File: src/rtl/baud_tick_gen_if.sv
// rtl/baud_tick_gen_if.sv - control and strobe bundle for the baud tick generator
interface baud_tick_gen_if;
  logic i_enable;
  logic i_resync;
  logic baud_tick;
  logic bit_tick;

  modport master (
    output i_enable,
    output i_resync,
    input  baud_tick,
    input  bit_tick
  );

  modport slave (
    input  i_enable,
    input  i_resync,
    output baud_tick,
    output bit_tick
  );
endinterface

File: src/rtl/baud_tick_gen.sv
// rtl/baud_tick_gen.sv - phase-accumulator oversampling and bit-rate strobe generator
module baud_tick_gen #(
  parameter int unsigned CLK_FREQ     = 100000000,
  parameter int unsigned BAUD_RATE    = 115200,
  parameter int unsigned OVERSAMPLING = 16
) (
  input  logic           i_clk,
  input  logic           i_areset,
  baud_tick_gen_if.slave bus
);

  function automatic longint unsigned gcd64(input longint unsigned a, input longint unsigned b);
    longint unsigned x;
    longint unsigned y;
    longint unsigned t;
    x = a;
    y = b;
    while (y != 0) begin
      t = x % y;
      x = y;
      y = t;
    end
    return x;
  endfunction

  localparam longint unsigned TICK_HZ = 64'(BAUD_RATE) * 64'(OVERSAMPLING);
  localparam longint unsigned CLK_HZ  = 64'(CLK_FREQ);
  localparam longint unsigned G_RAW   = gcd64(TICK_HZ, CLK_HZ);
  localparam longint unsigned G       = (G_RAW == 0) ? 64'd1 : G_RAW;
  localparam longint unsigned INC_L   = TICK_HZ / G;
  localparam longint unsigned MOD_L   = CLK_HZ / G;
  localparam int              ACC_W_R = $clog2(MOD_L + INC_L);
  localparam int              ACC_W   = (ACC_W_R < 1) ? 1 : ACC_W_R;
  localparam int              OS_W    = (OVERSAMPLING > 1) ? $clog2(OVERSAMPLING) : 1;

  localparam logic [ACC_W-1:0] INC     = ACC_W'(INC_L);
  localparam logic [ACC_W-1:0] MOD     = ACC_W'(MOD_L);
  localparam logic [OS_W-1:0]  OS_LAST = OS_W'(OVERSAMPLING - 1);

  // Strobes must be at least two clocks apart, otherwise they would merge.
  if (OVERSAMPLING < 1 || BAUD_RATE < 1 || TICK_HZ * 2 > CLK_HZ) begin : g_bad_rate
    $error("baud_tick_gen: invalid rate parameters");
  end

  logic [ACC_W-1:0] acc_q, acc_d;
  logic [OS_W-1:0]  os_cnt_q, os_cnt_d;
  logic             baud_tick_q, baud_tick_d;
  logic             bit_tick_q, bit_tick_d;
  logic [ACC_W-1:0] sum;

  assign sum = acc_q + INC;

  always_comb begin
    acc_d       = acc_q;
    os_cnt_d    = os_cnt_q;
    baud_tick_d = 1'b0;
    bit_tick_d  = 1'b0;
    if (bus.i_resync) begin
      acc_d    = '0;
      os_cnt_d = '0;
    end else if (bus.i_enable) begin
      if (sum >= MOD) begin
        acc_d       = sum - MOD;
        baud_tick_d = 1'b1;
        bit_tick_d  = (os_cnt_q == OS_LAST);
        os_cnt_d    = (os_cnt_q == OS_LAST) ? '0 : os_cnt_q + OS_W'(1);
      end else begin
        acc_d = sum;
      end
    end
  end

  always_ff @(posedge i_clk or posedge i_areset) begin
    if (i_areset) begin
      acc_q       <= '0;
      os_cnt_q    <= '0;
      baud_tick_q <= 1'b0;
      bit_tick_q  <= 1'b0;
    end else begin
      acc_q       <= acc_d;
      os_cnt_q    <= os_cnt_d;
      baud_tick_q <= baud_tick_d;
      bit_tick_q  <= bit_tick_d;
    end
  end

  assign bus.baud_tick = baud_tick_q;
  assign bus.bit_tick  = bit_tick_q;

endmodule

File: src/flat_wrapper.sv
// flat-port wrapper written by rule: the top's interface ports become plain ports
module baud_tick_gen_flat 
#(
  parameter int unsigned CLK_FREQ     = 100000000,
  parameter int unsigned BAUD_RATE    = 115200,
  parameter int unsigned OVERSAMPLING = 16
)
  (i_clk, i_areset, bus_i_enable, bus_i_resync, bus_baud_tick, bus_bit_tick);
  baud_tick_gen_if bus_i ();
  input  logic i_clk;
  input  logic i_areset;
  input wire logic [$bits(bus_i.i_enable)-1:0] bus_i_enable;
  input wire logic [$bits(bus_i.i_resync)-1:0] bus_i_resync;
  output wire logic [$bits(bus_i.baud_tick)-1:0] bus_baud_tick;
  output wire logic [$bits(bus_i.bit_tick)-1:0] bus_bit_tick;
  assign bus_i.i_enable = bus_i_enable;
  assign bus_i.i_resync = bus_i_resync;
  assign bus_baud_tick = bus_i.baud_tick;
  assign bus_bit_tick = bus_i.bit_tick;
  baud_tick_gen #(.CLK_FREQ(CLK_FREQ), .BAUD_RATE(BAUD_RATE), .OVERSAMPLING(OVERSAMPLING)) u_core (.i_clk(i_clk), .i_areset(i_areset), .bus(bus_i));
endmodule
File: config.mk
export PLATFORM = sky130hd
export DESIGN_NAME = baud_tick_gen_flat
export DESIGN_NICKNAME = d
export VERILOG_FILES = /design/src/rtl/baud_tick_gen_if.sv /design/src/rtl/baud_tick_gen.sv /design/src/flat_wrapper.sv
export SDC_FILE = /design/constraint.sdc
export NUM_CORES = 1
export LEC_CHECK = 0
export ABC_AREA = 1
export BUFFER_PORTS_ARGS = -buffer_cell sky130_fd_sc_hd__buf_2
export CAP_MARGIN = 20
export CORE_MARGIN = 5
export CORE_UTILIZATION = 55
export CTS_BUF_LIST = sky130_fd_sc_hd__clkbuf_2
export DETAILED_ROUTE_END_ITERATION = 8
export GPL_ROUTABILITY_DRIVEN = 0
export GPL_TIMING_DRIVEN = 0
export PLACE_DENSITY_LB_ADDON = 0.3
export REMOVE_ABC_BUFFERS = 1
export SYNTH_ARGS = -nofsm -noshare
export SYNTH_HDL_FRONTEND = slang
export SYNTH_SLANG_ARGS = --single-unit
File: constraint.sdc
create_clock -name i_clk -period 4.7 [get_ports i_clk]
set_input_delay 0.94 -clock i_clk [delete_from_list [all_inputs] [get_ports i_clk]]
set_output_delay 0.94 -clock i_clk [all_outputs]
set_load 0.03 [all_outputs]
Word-level counts from Yosys, hierarchy flattened
Cells that the tools add are included.

cells by class
  order comparisons = 1
  add/sub/neg operators = 3
  reduce and logical (&&, ||, !) cells = 3
  equality and inequality tests = 1
  multiplexer cells = 13

operators by type and width
  kind                      count
  $mux W14                  3
  $mux W4                   4
  $add A14 B9 Y14 const B   1
  $ge A14 B14 Y1 const B    1
  $sub A14 B14 Y14 const B  1
  $mux W1                   6
  $add A4 B1 Y4 const B     1
  $eq A4 B4 Y1 const B      1
  $reduce_bool A2 Y1        2
  $reduce_and A2 Y1         1

storage, ports and cells
  register bits after elaboration = 20
  word-level logic and storage cells = 25

Logic depth before layout (Yosys ltp)
  depth in word-level cells = 5
  depth in mapped cells = 14
  depth with buffers taken out = 14

Worst setup path before layout
OpenSTA, ideal clock, no wires.

  kind = input port to flip-flop
  from = input bus_i_enable
  to = register u_core.acc_q[8]
  stages on the path = 5
  required time = 4571 ps
  path slack = 2875 ps
  library setup time = 129 ps
  path buffers = 1
  arrival = 1697 ps
  cell sequence = buf_2 > nor2_1 > nor2_1 > nand3_1 > o21ai_0

between the ends
  word-level cells in the longest chain between the ends = 1

RTL lines
  element                              line                 text
  from (decl)                          flat_wrapper.sv:12   input wire logic [$bits(bus_i.i_enable)-1:0] bus_i_enable;
  $reduce_bool A2 Y1 (no source line)  --
  to (signal assigned)                 baud_tick_gen.sv:75  acc_q <= '0;
  to (signal assigned)                 baud_tick_gen.sv:80  acc_q <= acc_d;
  to (decl)                            baud_tick_gen.sv:45  logic [ACC_W-1:0] acc_q, acc_d;

No other way between the ends.
A chain may end at the register's enable or synchronous reset.

Final worst setup path
  from = register u_core.acc_q[5]
  to = register u_core.acc_q[13]

between the ends
  word-level cells in the longest chain between the ends = 5

RTL lines
  element                                             line                                      text
  $add A14 B9 Y14 *                                   baud_tick_gen.sv:51                       assign sum = acc_q + INC;
  $sub A14 B14 Y14 or $ge A14 B14 Y1 (tied branches)  baud_tick_gen.sv:63, baud_tick_gen.sv:62
  $mux W14 *                                          baud_tick_gen.sv:62                       if (sum >= MOD) begin
  $mux W14 *                                          baud_tick_gen.sv:61                       end else if (bus.i_enable) begin
  $mux W14 *                                          baud_tick_gen.sv:58                       if (bus.i_resync) begin

Every way passes the cells marked *; elsewhere a longest branch is shown, timed or not. The select of a mux whose other input is x is not followed.

==> results.toml <==
[route]
wl_per_cell_um = 11.9
firstDrtPassIters = 4
drtIter0Drc = 57
drt_drc_violations_left = 0
vias = 1259
drt-total-wl_um = 2770
ant_nets = 0
vias_per_cell = 5.43

[timing]
finalSetupViolCount = 0
fin_worst_skew_ns = 0.000860
rsz0062_at_grt = "false"
max_slew_margin = 0.496
hold_slack_ns = 0.532
maxSlewViolCount = 0
finalHoldViolCount = 0
fin_crit_ns = 2.02
worstMarginPinSlew_ns = 0.754
timing.fmax_ghz = 0.495
min_period_over_period = 0.430
setup_tns_ns = 0

[finish]
fin_cells = 232
syn_to_final_growth_pct = 4.52
final_common_cell = "nand2_1"
nets = 212
drive_above_1_share = 0.129
n_antenna_cell = 0
layout_common_cells = "nand2_1, nand3_1, inv_1, dfrtp_1, nor2_1"

[global_routing]
grt_pass1_wl_um = 5210
overflow = 0
met2_usage = 0.298
grtUsageMet3 = 0.0231
grt_start_max_net_pins = 21
use_met1 = 0.236
grt_pass1_vias = 1215
busiest_layer = "met2"
antenna_found_initial = 0
grtUsageTotal = 0.183

[synth]
yosysWarnings = 0
syn_area_mm2 = 0.00144
synth_cell_types = 27
synth-seq-area-share = 0.348
synth-seq-cells = 20
avgSynthCellArea_um2 = 7.34
synth_cells = 196

[pwr]
p_seq_frac = 0.585
leakage_uw = 0.000839
pwr-share-comb = 0.193
ir_worst_vdd_v = 0.000176
intPower_uw = 217
power_density_mw_per_mm2 = 214
p_clk_frac = 0.222
p_sw_uw = 104
netSwitchingFraction = 0.325

[clocking]
cts_buffer_depth = 2
cts_made_buffers = 3
cts_max_level = 1
postCtsResizedCells = 0
postCtsSetupRepairBufs = 0
clock_latency_ns = 0.31
tritoncts = "done"
cts.sinks = 20
cts-hold-fix-buffers = 0
cts_root_buf = "clkbuf_2"
path_clk_slew_ns = 0.19

[outcome]
outcome = "complete, no violations"

[worst_setup_path]
worstSetupStartpointType = "flop"
cp.required_ns = 4.92
crit_path_end_kind = "flop"
arrival_ns = 2.24
setup.worst_path.class = "reg2reg"
critPathMaxFanout = 8

[die]
coreArea_mm2 = 0.00250
die_width_um = 61.2
start_util = 0.576
die_y_um = 61.2
fp.dieArea_mm2 = 0.00374
io_pins = 6
num_rows = 18

[placement]
port_buffers = 5
dpl.cell_count = 228
dpl.hpwl_um = 2090

[worst_hold_path]
worstHoldPathType = "reg2reg"

[job]
cap_viol_max_count = 0
## sequential cells by signal, summed over array words and instances, names as in the netlist
name / flops
u_core.acc_q: 14
u_core.os_cnt_q: 4
u_core.bus.baud_tick: 1
u_core.bus.bit_tick: 1
## worst max-delay path, stage by stage, from the launching register on
cell,delay (ns)
dfrtp_1,0.52
ha_1,0.37
inv_1,0.09
nand2_1,0.07
nor2_2,0.12
nand2_1,0.06
nor2_1,0.08
nand2_1,0.09
nand2_4,0.14
nand2_4,0.09
nor2_1,0.17
o22ai_1,0.11
## power groups by stage
stage	logic [µW]	clock network, µW	registers (µW)
after floorplan	49.6	0	189
after global placement	59.7	0	191
after detailed placement	61.8	0	191
after CTS	62.2	74.4	188
after global routing	71.1	83.4	190
final	62.1	71.5	188
## per-layer routing
metal / wire, µm / part of all wire
met1: 1240 / 0.45
met5: 0 / 0
met4: 51 / 0.018
met2: 1340 / 0.49
met3: 133 / 0.048
## synth_stat cells
| cell | count | area share |
|---|---|---|
| nand2_1 | 59 | 0.15 |
| nand3_1 | 29 | 0.10 |
| inv_1 | 23 | 0.060 |
| dfrtp_1 | 20 | 0.35 |
| nor2_1 | 10 | 0.026 |
| nand4_1 | 8 | 0.035 |
| xor2_1 | 6 | 0.037 |
| ha_1 | 5 | 0.043 |
| nand2_2 | 5 | 0.022 |
| o21ai_1 | 5 | 0.017 |
| nand2_4 | 4 | 0.031 |
| a21oi_1 | 2 | 0.0070 |
| inv_2 | 2 | 0.0052 |
| nor2_2 | 2 | 0.0087 |
| o21ai_0 | 2 | 0.0070 |
| o22ai_1 | 2 | 0.0087 |
| xnor2_1 | 2 | 0.012 |
| buf_2 | 1 | 0.0035 |
| buf_4 | 1 | 0.0052 |
| clkbuf_1 | 1 | 0.0026 |
| clkinv_2 | 1 | 0.0035 |
| nand3_4 | 1 | 0.012 |
| nand3b_1 | 1 | 0.0052 |
| nand4_4 | 1 | 0.015 |
| nor2_8 | 1 | 0.014 |
| o21a_1 | 1 | 0.0052 |
| xnor2_2 | 1 | 0.011 |
## final cells by class
| cell class | instances | area [µm²] |
|---|---|---|
| fillers | 227 | 996 |
| multi-input cells | 147 | 823 |
| flip-flops and latches | 20 | 500 |
| inverters | 26 | 98.8 |
| well taps | 30 | 37.5 |
| repair buffers | 5 | 25.0 |
| clock buffers | 3 | 15.0 |
| clock inverters | 1 | 3.75 |
## worst paths after layout
path,from,end,slack [ns],depth (start not counted)
max,u_core.acc_q[5],u_core.acc_q[13],2.68,11
min,u_core.acc_q[0],u_core.acc_q[0],0.53,1
max reg2reg,u_core.acc_q[5],u_core.acc_q[13],2.68,11
min reg2reg,u_core.acc_q[0],u_core.acc_q[0],0.53,1
max in group asynchronous,i_areset,u_core.acc_q[3],3.52,2
min in group asynchronous,i_areset,u_core.acc_q[6],0.72,2
## per-stage QoR
stage	power [µW]	util	instance area, µm²	setup slack, ns
floorplan	238	-	1420	2.94
global route	344	0.602	1500	2.49
CTS	325	0.602	1500	2.70
global placement	251	0.594	1490	2.55
detailed placement	253	0.594	1490	2.57
finish	322	0.602	1500	2.68
## cells by family after synthesis
family,count (synthesis),share of synthesized area
AOI/OAI and AO/OA,12,0.0452
buffers and inverters,29,0.0800
DFF,20,0.348
adders and majority gates,5,0.0435
and+or+nand+nor,121,0.423
xor gates and xnor gates,9,0.0600
Note: power is estimated with default switching activity, not from simulation.
